File: src/rtl/store_buffer.sv
// store_buffer: in-order word store buffer with youngest-match load forwarding.
// Optional SB_COALESCE_EN merges a store into the youngest entry with the same word address. Rev 1.0
`default_nettype none

module store_buffer #(
  parameter int DEPTH = 4,
  parameter int PTR_W = 2
) (
  input  logic             clk,
  input  logic             reset,
  input  logic             st_valid,
  output logic             st_ready,
  input  logic [31:0]      st_addr,
  input  logic [31:0]      st_data,
  input  logic [31:0]      st_pc,
  input  logic             dm_block,
  output logic             dm_we,
  output logic [31:0]      dm_addr,
  output logic [31:0]      dm_wdata,
  output logic [31:0]      dm_pc,
  input  logic [31:0]      ld_addr,
  output logic             ld_hit,
  output logic [31:0]      ld_data,
  output logic             empty,
  output logic [PTR_W:0]   count
);

  localparam logic [PTR_W:0]   c_DEPTH = (PTR_W+1)'(DEPTH);
  localparam logic [PTR_W:0]   c_CNT1  = (PTR_W+1)'(1);
  localparam logic [PTR_W-1:0] c_PTR1  = PTR_W'(1);

  logic [29:0]      r_addr  [DEPTH];
  logic [31:0]      r_data  [DEPTH];
  logic [31:0]      r_pc    [DEPTH];
  logic [DEPTH-1:0] r_valid;
  logic [PTR_W-1:0] r_head;
  logic [PTR_W-1:0] r_tail;
  logic [PTR_W:0]   r_count;

  logic w_empty;
  logic w_full;
  logic w_accept;
  logic w_alloc;
  logic w_coal;
  logic w_unused_bits;

  assign w_empty       = (r_count == '0);
  assign w_full        = (r_count == c_DEPTH);
  assign w_unused_bits = ^{st_addr[1:0], ld_addr[1:0]};

  // Reset gates the strobe so pending stores cannot reach DM on the reset edge.
  assign dm_we    = !w_empty && !dm_block && !reset;
  assign dm_addr  = w_empty ? 32'h0 : {r_addr[r_head], 2'b00};
  assign dm_wdata = w_empty ? 32'h0 : r_data[r_head];
  assign dm_pc    = w_empty ? 32'h0 : r_pc[r_head];
  assign empty    = w_empty;
  assign count    = r_count;

`ifdef SB_COALESCE_EN
  logic [PTR_W-1:0] w_young;
  assign w_young  = r_tail - c_PTR1;
  // The head entry is leaving this edge, so merging into it would lose the store.
  assign w_coal   = !w_empty && (r_addr[w_young] == st_addr[31:2])
                    && !((w_young == r_head) && dm_we);
  assign st_ready = !w_full || w_coal;
`else
  assign w_coal   = 1'b0;
  assign st_ready = !w_full;
`endif

  assign w_accept = st_valid && st_ready;
  assign w_alloc  = w_accept && !w_coal;

  // Walk oldest to youngest so the last match (nearest tail) wins.
  always_comb begin
    logic [PTR_W-1:0] w_idx;
    ld_hit  = 1'b0;
    ld_data = 32'h0;
    w_idx   = r_head;
    for (int i = 0; i < DEPTH; i++) begin
      w_idx = r_head + PTR_W'(i);
      if (r_valid[w_idx] && (r_addr[w_idx] == ld_addr[31:2])) begin
        ld_hit  = 1'b1;
        ld_data = r_data[w_idx];
      end
    end
  end

  always_ff @(posedge clk) begin
    if (reset) begin
      r_head  <= '0;
      r_tail  <= '0;
      r_count <= '0;
      r_valid <= '0;
    end else begin
      if (dm_we) begin
        r_valid[r_head] <= 1'b0;
        r_head          <= r_head + c_PTR1;
      end
      if (w_alloc) begin
        r_addr[r_tail]  <= st_addr[31:2];
        r_data[r_tail]  <= st_data;
        r_pc[r_tail]    <= st_pc;
        r_valid[r_tail] <= 1'b1;
        r_tail          <= r_tail + c_PTR1;
      end else if (w_accept) begin
        r_data[r_tail - c_PTR1] <= st_data;
        r_pc[r_tail - c_PTR1]   <= st_pc;
      end
      case ({w_alloc, dm_we})
        2'b10:   r_count <= r_count + c_CNT1;
        2'b01:   r_count <= r_count - c_CNT1;
        default: r_count <= r_count;
      endcase
    end
  end

endmodule

`default_nettype wire

File: config.mk
export PLATFORM = sky130hd
export DESIGN_NAME = store_buffer
export DESIGN_NICKNAME = d
export VERILOG_FILES = /design/src/rtl/store_buffer.sv
export SDC_FILE = /design/constraint.sdc
export NUM_CORES = 1
export LEC_CHECK = 0
export ABC_AREA = 0
export ABC_CLOCK_PERIOD_IN_PS = 13500
export BUFFER_PORTS_ARGS = -buffer_cell sky130_fd_sc_hd__buf_2
export CAP_MARGIN = 0
export CORE_MARGIN = 3
export CORE_UTILIZATION = 51
export CTS_BUF_LIST = sky130_fd_sc_hd__clkbuf_8
export CTS_CLUSTER_DIAMETER = 50
export DETAILED_ROUTE_END_ITERATION = 6
export GPL_TIMING_DRIVEN = 0
export PLACE_DENSITY_LB_ADDON = 0.12
export SYNTH_ARGS = -nofsm -noshare
export SYNTH_HDL_FRONTEND = slang
export SYNTH_SLANG_ARGS = --single-unit
File: constraint.sdc
create_clock -name clk -period 13.5 [get_ports clk]
set_input_delay 1.35 -clock clk [delete_from_list [all_inputs] [get_ports clk]]
set_output_delay 1.35 -clock clk [all_outputs]
set_load 0.02 [all_outputs]
# Word-level counts from Yosys, hierarchy flattened

Memory sizes are Yosys's and may differ from the RTL's. A register that Yosys moved wholly into a read port is not among the register bits.
Index checks and enable logic that the tools add are counted.

Memories: 3
Flip-flop bits (word level): 11
Word-level logic and storage cells: 81
Bits in writable memories: 376
Output and inout bits: 135
Input port bits: 132

Equal/unequal tests: 7
Reductions and logical operators: 15
Magnitude comparators: 7
Multiplexer cells: 36
$add $sub $neg: 6
Bitwise operators: 3

Memories:

| name   | words | width | rd ports | clocked after memory_dff | write ports | RTL line | source |
|---|---|---|---|---|---|---|---|
| r_data | 4     | 32    | 4        | 1                        | 1           | 33       | `logic [31:0] r_data [DEPTH];` |
| r_pc   | 4     | 32    | 1        | 1                        | 1           | 34       | `logic [31:0] r_pc [DEPTH];` |
| r_addr | 4     | 30    | 4        | 1                        | 1           | 32       | `logic [29:0] r_addr [DEPTH];` |

Operators by type and width:

| cell                                                                                | count |
|---|---|
| 32-bit 2-to-1 mux                                                                   | 7 |
| 30-bit equality test                                                                | 4 |
| 2-bit by 3-bit < comparator with 1-bit output, second input constant                | 5 |
| 1-bit 2-to-1 mux                                                                    | 13 |
| 2-bit 2-to-1 mux                                                                    | 6 |
| 4-bit 2-to-1 mux                                                                    | 3 |
| 1-bit logical AND                                                                   | 9 |
| 1-bit binary-select mux with 2-bit select                                           | 4 |
| 3-bit one-hot mux with 2 select lines                                               | 1 |
| 2-bit by 1-bit adder with 2-bit output, second input constant                       | 2 |
| 2-bit adder, second input constant                                                  | 2 |
| 4-bit AND                                                                           | 1 |
| 1-bit demux with 2-bit select                                                       | 2 |
| 2-bit by 1-bit greater-or-equal comparator with 1-bit output, second input constant | 2 |
| 1-bit zero test                                                                     | 4 |
| 4-bit inverter                                                                      | 1 |
| 4-bit bitwise OR                                                                    | 1 |
| 3-bit by 1-bit adder with 3-bit output, second input constant                       | 1 |
| 3-bit equality test, second input constant                                          | 1 |
| 3-bit zero test                                                                     | 1 |
| 3-bit by 1-bit subtractor with 3-bit output, second input constant                  | 1 |
| 2-bit by 1-bit equality test with 1-bit output, second input constant               | 1 |
| 2-bit equality test, second input constant                                          | 1 |
| 2-bit nonzero test                                                                  | 1 |

# Logic depth before layout (Yosys ltp)

Word-level depth: 10
Depth in mapped cells: 22
Gate-level depth less buffers: 10

# Worst setup path before layout

Ideal clock, no wire load.

Kind: reg2out
Start: reg r_head[0]
End: out ld_data[22]
Slack: 7330 ps
Cell stages (with the launch flop): 22
Data arrival time: 4820 ps
Required time: 12150 ps
Cell sequence: dfxtp_1 -> buf_4 -> buf_12 -> buf_12 -> buf_8 -> buf_6 -> buf_4 -> buf_2 -> inv_1 -> ha_1 -> buf_2 -> buf_2 -> buf_2 -> mux4_2 -> xor2_1 -> nor4_1 -> nand2_1 -> or4_4 -> nor4_4 -> inv_2 -> buf_2 -> o22ai_1

Word-level cells in the longest chain between the ends: 7
Elaborated cells on any way between the ends: 24

RTL lines:

| item                                                                                                | RTL line | source |
|---|---|---|
| start, declared                                                                                     | 36       | `logic [PTR_W-1:0] r_head;` |
| start signal, assigned                                                                              | 98       | `r_head <= r_head + c_PTR1;` |
| 2-bit by 1-bit adder with 2-bit output or 1-bit binary-select mux with 2-bit select (tied branches) | 81, 82   |  |
| memory read 4 x 30 bit, or another cell as far along                                                | n/a      |  |
| 30-bit equality test, or another cell as far along                                                  | 82       | `if (r_valid[w_idx] && (r_addr[w_idx] == ld_addr[31:2])) begin` |
| 1-bit logical AND or 32-bit 2-to-1 mux (tied branches)                                              | 82       |  |
| 32-bit 2-to-1 mux (2 in series)                                                                     | 82       |  |
| 32-bit 2-to-1 mux (*)                                                                               | 82       |  |
| end, declared                                                                                       | 23       | `output logic [31:0] ld_data,` |

Every way passes the cells marked *; elsewhere a longest branch is shown, timed or not. The select of a mux whose other input is x is not followed.

# Worst setup path in the final report

Start: reg r_head[0]
End: out ld_data[29]

The elaborated chain is that of the path after synthesis.

==> results by group <==
GRT
  • Overflow after GRT: 0
  • Met3 Use GR: 8.24%
  • GR peak layer: met2
  • Grt met2 use: 48.7%
  • Pin count of the biggest net entering global routing: 53
  • Initial antenna violation count: 14
  • GR Layer Usage met1: 43.9%
  • Number of global-route vias before repair: 17.3k
  • Global-route wire length before repair: 111 mm
  • Global-route usage over all layers: 31.9%

Floorplan
  • I/O pin count: 267
  • Die width: 216 um
  • Core ar.: 0.0434 mm2
  • Rows: 76
  • Die H: 216 um
  • Die ar.: 0.0467 mm2
  • Starting Density: 51.9%

Worst setup path
  • CP endpoint kind: primary output
  • WS Path Type: register to primary output
  • Crit Path Max Fanout: 10
  • WP data required: 12150 ps
  • Worst Setup SP: r_head[0]
  • Critical path launch point type: register
  • Worst R2R Start: r_head[0]
  • Worst Path Arrival: 8210 ps
  • Flop2flop setup slack: 7200 ps

Drt
  • Iteration-0 DRC count of the detailed router: 2068
  • Via count: 17.1k
  • Drt drc: 0
  • Remaining antenna violation count after routing: 0
  • Via density: 6.55
  • Wirelength per Cell: 28.7 um
  • Drt pass-1 iters: 6
  • Routed wire length: 75.1 mm

Flow run
  • # Max-Cap Violations: 0

Worst hold path
  • Worst Hold Launch: r_tail[1]
  • HP Class: register to register

Logic synthesis
  • Top-count cell post-synth: edfxtp_1
  • Post-Synthesis Cells: 1645
  • Post-synthesis sequential area ratio: 51.3%
  • Synthesized area: 0.0225 mm2
  • Yosys cell types: 64
  • Synth top area share: 50.2%
  • Seq cells post-synth: 389
  • Average cell area after synthesis: 13.7 um2
  • Yosys top cell by area: edfxtp_1
  • Async set-or-reset flop fraction in the synthesized netlist: 0%
  • Main synth FF type: edfxtp_1
  • Synth top cells by count: edfxtp_1, mux4_2, mux2i_1
  • Yosys warns: 0
  • Number of synthesized flops with an enable pin: 376
  • Largest cells by area after synthesis: edfxtp_1, mux4_2, mux2i_1, mux2_2, xnor2_1

Power
  • P_leak: 0.00876 uW
  • Pwr/cell area: 158 mW/mm2
  • Total design power: 4130 uW
  • Worst VDD drop: 0.110 mV

Place
  • Detailed Place HPWL: 52.6 mm
  • Port bufs: 244
  • Placed Instances: 2483
  • GPL Wtd Cong: 0.996

Clock tree
  • Clk root buf: clkbuf_8
  • TritonCTS clock tree: yes
  • Hold_buf cts: 0
  • Total CTS buffers: 71
  • Post-CTS Resized: 0
  • Clock latency on the worst-skew pair: 680 ps
  • Clk slew on worst S/H paths: 60 ps
  • Htree depth: 3
  • Clk buf depth: 3
  • Post-CTS Setup Bufs: 0
  • Clock tree sinks: 389

Final layout
  • Fillcell total: 3508
  • Final #Nets: 2113
  • Final Instance Count excl. Fillers: 2613
  • Fraction of layout cells with a size suffix above 1: 30.4%
  • Synth-to-Final Area Change: 15.9%

STA
  • Final hold slack: 520 ps
  • Slew @ Worst Pin: 1160 ps
  • Tcrit/Tclk final: 70.8%
  • Final setup fails: 0
  • Max_slew headroom: 22.5%
  • Hold Violations, Final: 0
  • Setup TNS Final: 0 ps
  • Fin Clk Skew: 27.9 ps
  • Shortest period the worst path allows: 9560 ps
  • Fmax: 105 MHz
  • RSZ-0062 raised after global routing: no
  • Slew Limit Fails: 0

Outcome
  • Status: completed
[where the power goes]
part,leakage [uW],internal [uW],switching (uW)
clock network,0.000791,603,519
logic,0.00445,605,993
registers,0.00352,1380,31.9
total,0.00876,2580,1540
[path summary, 6_finish.rpt]
check | to | cells past startpoint
setup / recovery | ld_data[29] | 22
hold / removal | r_tail[1] | 2
setup reg to reg | register | 17
hold reg to reg | r_tail[1] | 2
[metrics by stage]
stage	area, um2	setup WS, ps	util [%]
3_5_place_dp	24700	4940	56.9
6_report	26100	3940	60.2
5_1_grt	26100	3830	60.2
3_3_place_gp	24500	4860	56.4
4_1_cts	26100	4160	60.1
2_1_floorplan	22500	7330	-
[layout by cell type, fill, tap and decap left out, drive strengths merged, types with 12 or more instances in the layout]
cell type,n
edfxtp,376
buf,318
clkbuf,159
mux4,151
mux2i,130
nor2,81
nor2b,76
xnor2,74
nand2,61
mux2,59
a21oi,57
inv,53
o22ai,46
o21ai,44
a31oi,35
and4,33
o21bai,32
o41ai,32
xor2,22
clkinv,16
nand4,13
dfxtp,13
nor4,13
nand2b,12
[layer usage]
layer | routed length, um | vias up
met3 | 7290 | 187
met2 | 34000 | 1012
met4 | 3130 | 18
li1 | - | 7225
met1 | 30500 | 8669
met5 | 136 | -
[critical path: stages (launching register included)]
cell and delay (ps):
dfxtp_1 370, buf_4 210, buf_12 180, buf_12 170, buf_8 180, buf_6 200, buf_4 310, buf_2 360
inv_1 180, ha_1 360, buf_2 360, buf_2 420, buf_1 820, clkbuf_1 690, o21ai_0 360, nor2_1 160
nand3_1 90, a211o_1 310, nor4_4 710, inv_2 180, buf_2 260, o22ai_1 350, buf_2 250
[flip-flops by register name, summed over array words and instances, names as in the netlist, named ones only]
name,count
r_addr,120
r_tail,2
r_pc,128
count,3
r_head,2
r_valid,4
r_data,128
[cell families (layout without fill, tap and decap cells)]
kind of cell | Yosys count | in the layout | share of synthesized area [%]
other cells | 1 | 7 | 0.0167
mux | 340 | 340 | 23.8
simple gates | 324 | 324 | 7.82
compound gates | 309 | 309 | 9.18
flops | 389 | 389 | 51.3
fa+ha+maj | 10 | 10 | 0.589
xor+xnor | 96 | 96 | 3.74
buf+inv | 176 | 553 | 3.51
[final cells by class]
type / instances / area [um2] / share of cell area (%)
flip-flops and latches: 389 / 11600 / 44.3
multi-input cells: 1081 / 10200 / 39.1
repair buffers: 252 / 1390 / 5.32
clock buffers: 75 / 1030 / 3.96
well taps: 585 / 732 / 2.81
plain buffers: 150 / 692 / 2.65
clock inverters: 50 / 380 / 1.46
inverters: 26 / 97.6 / 0.374
diodes: 5 / 12.5 / 0.0480
Note: power is estimated with default switching activity, not from simulation.
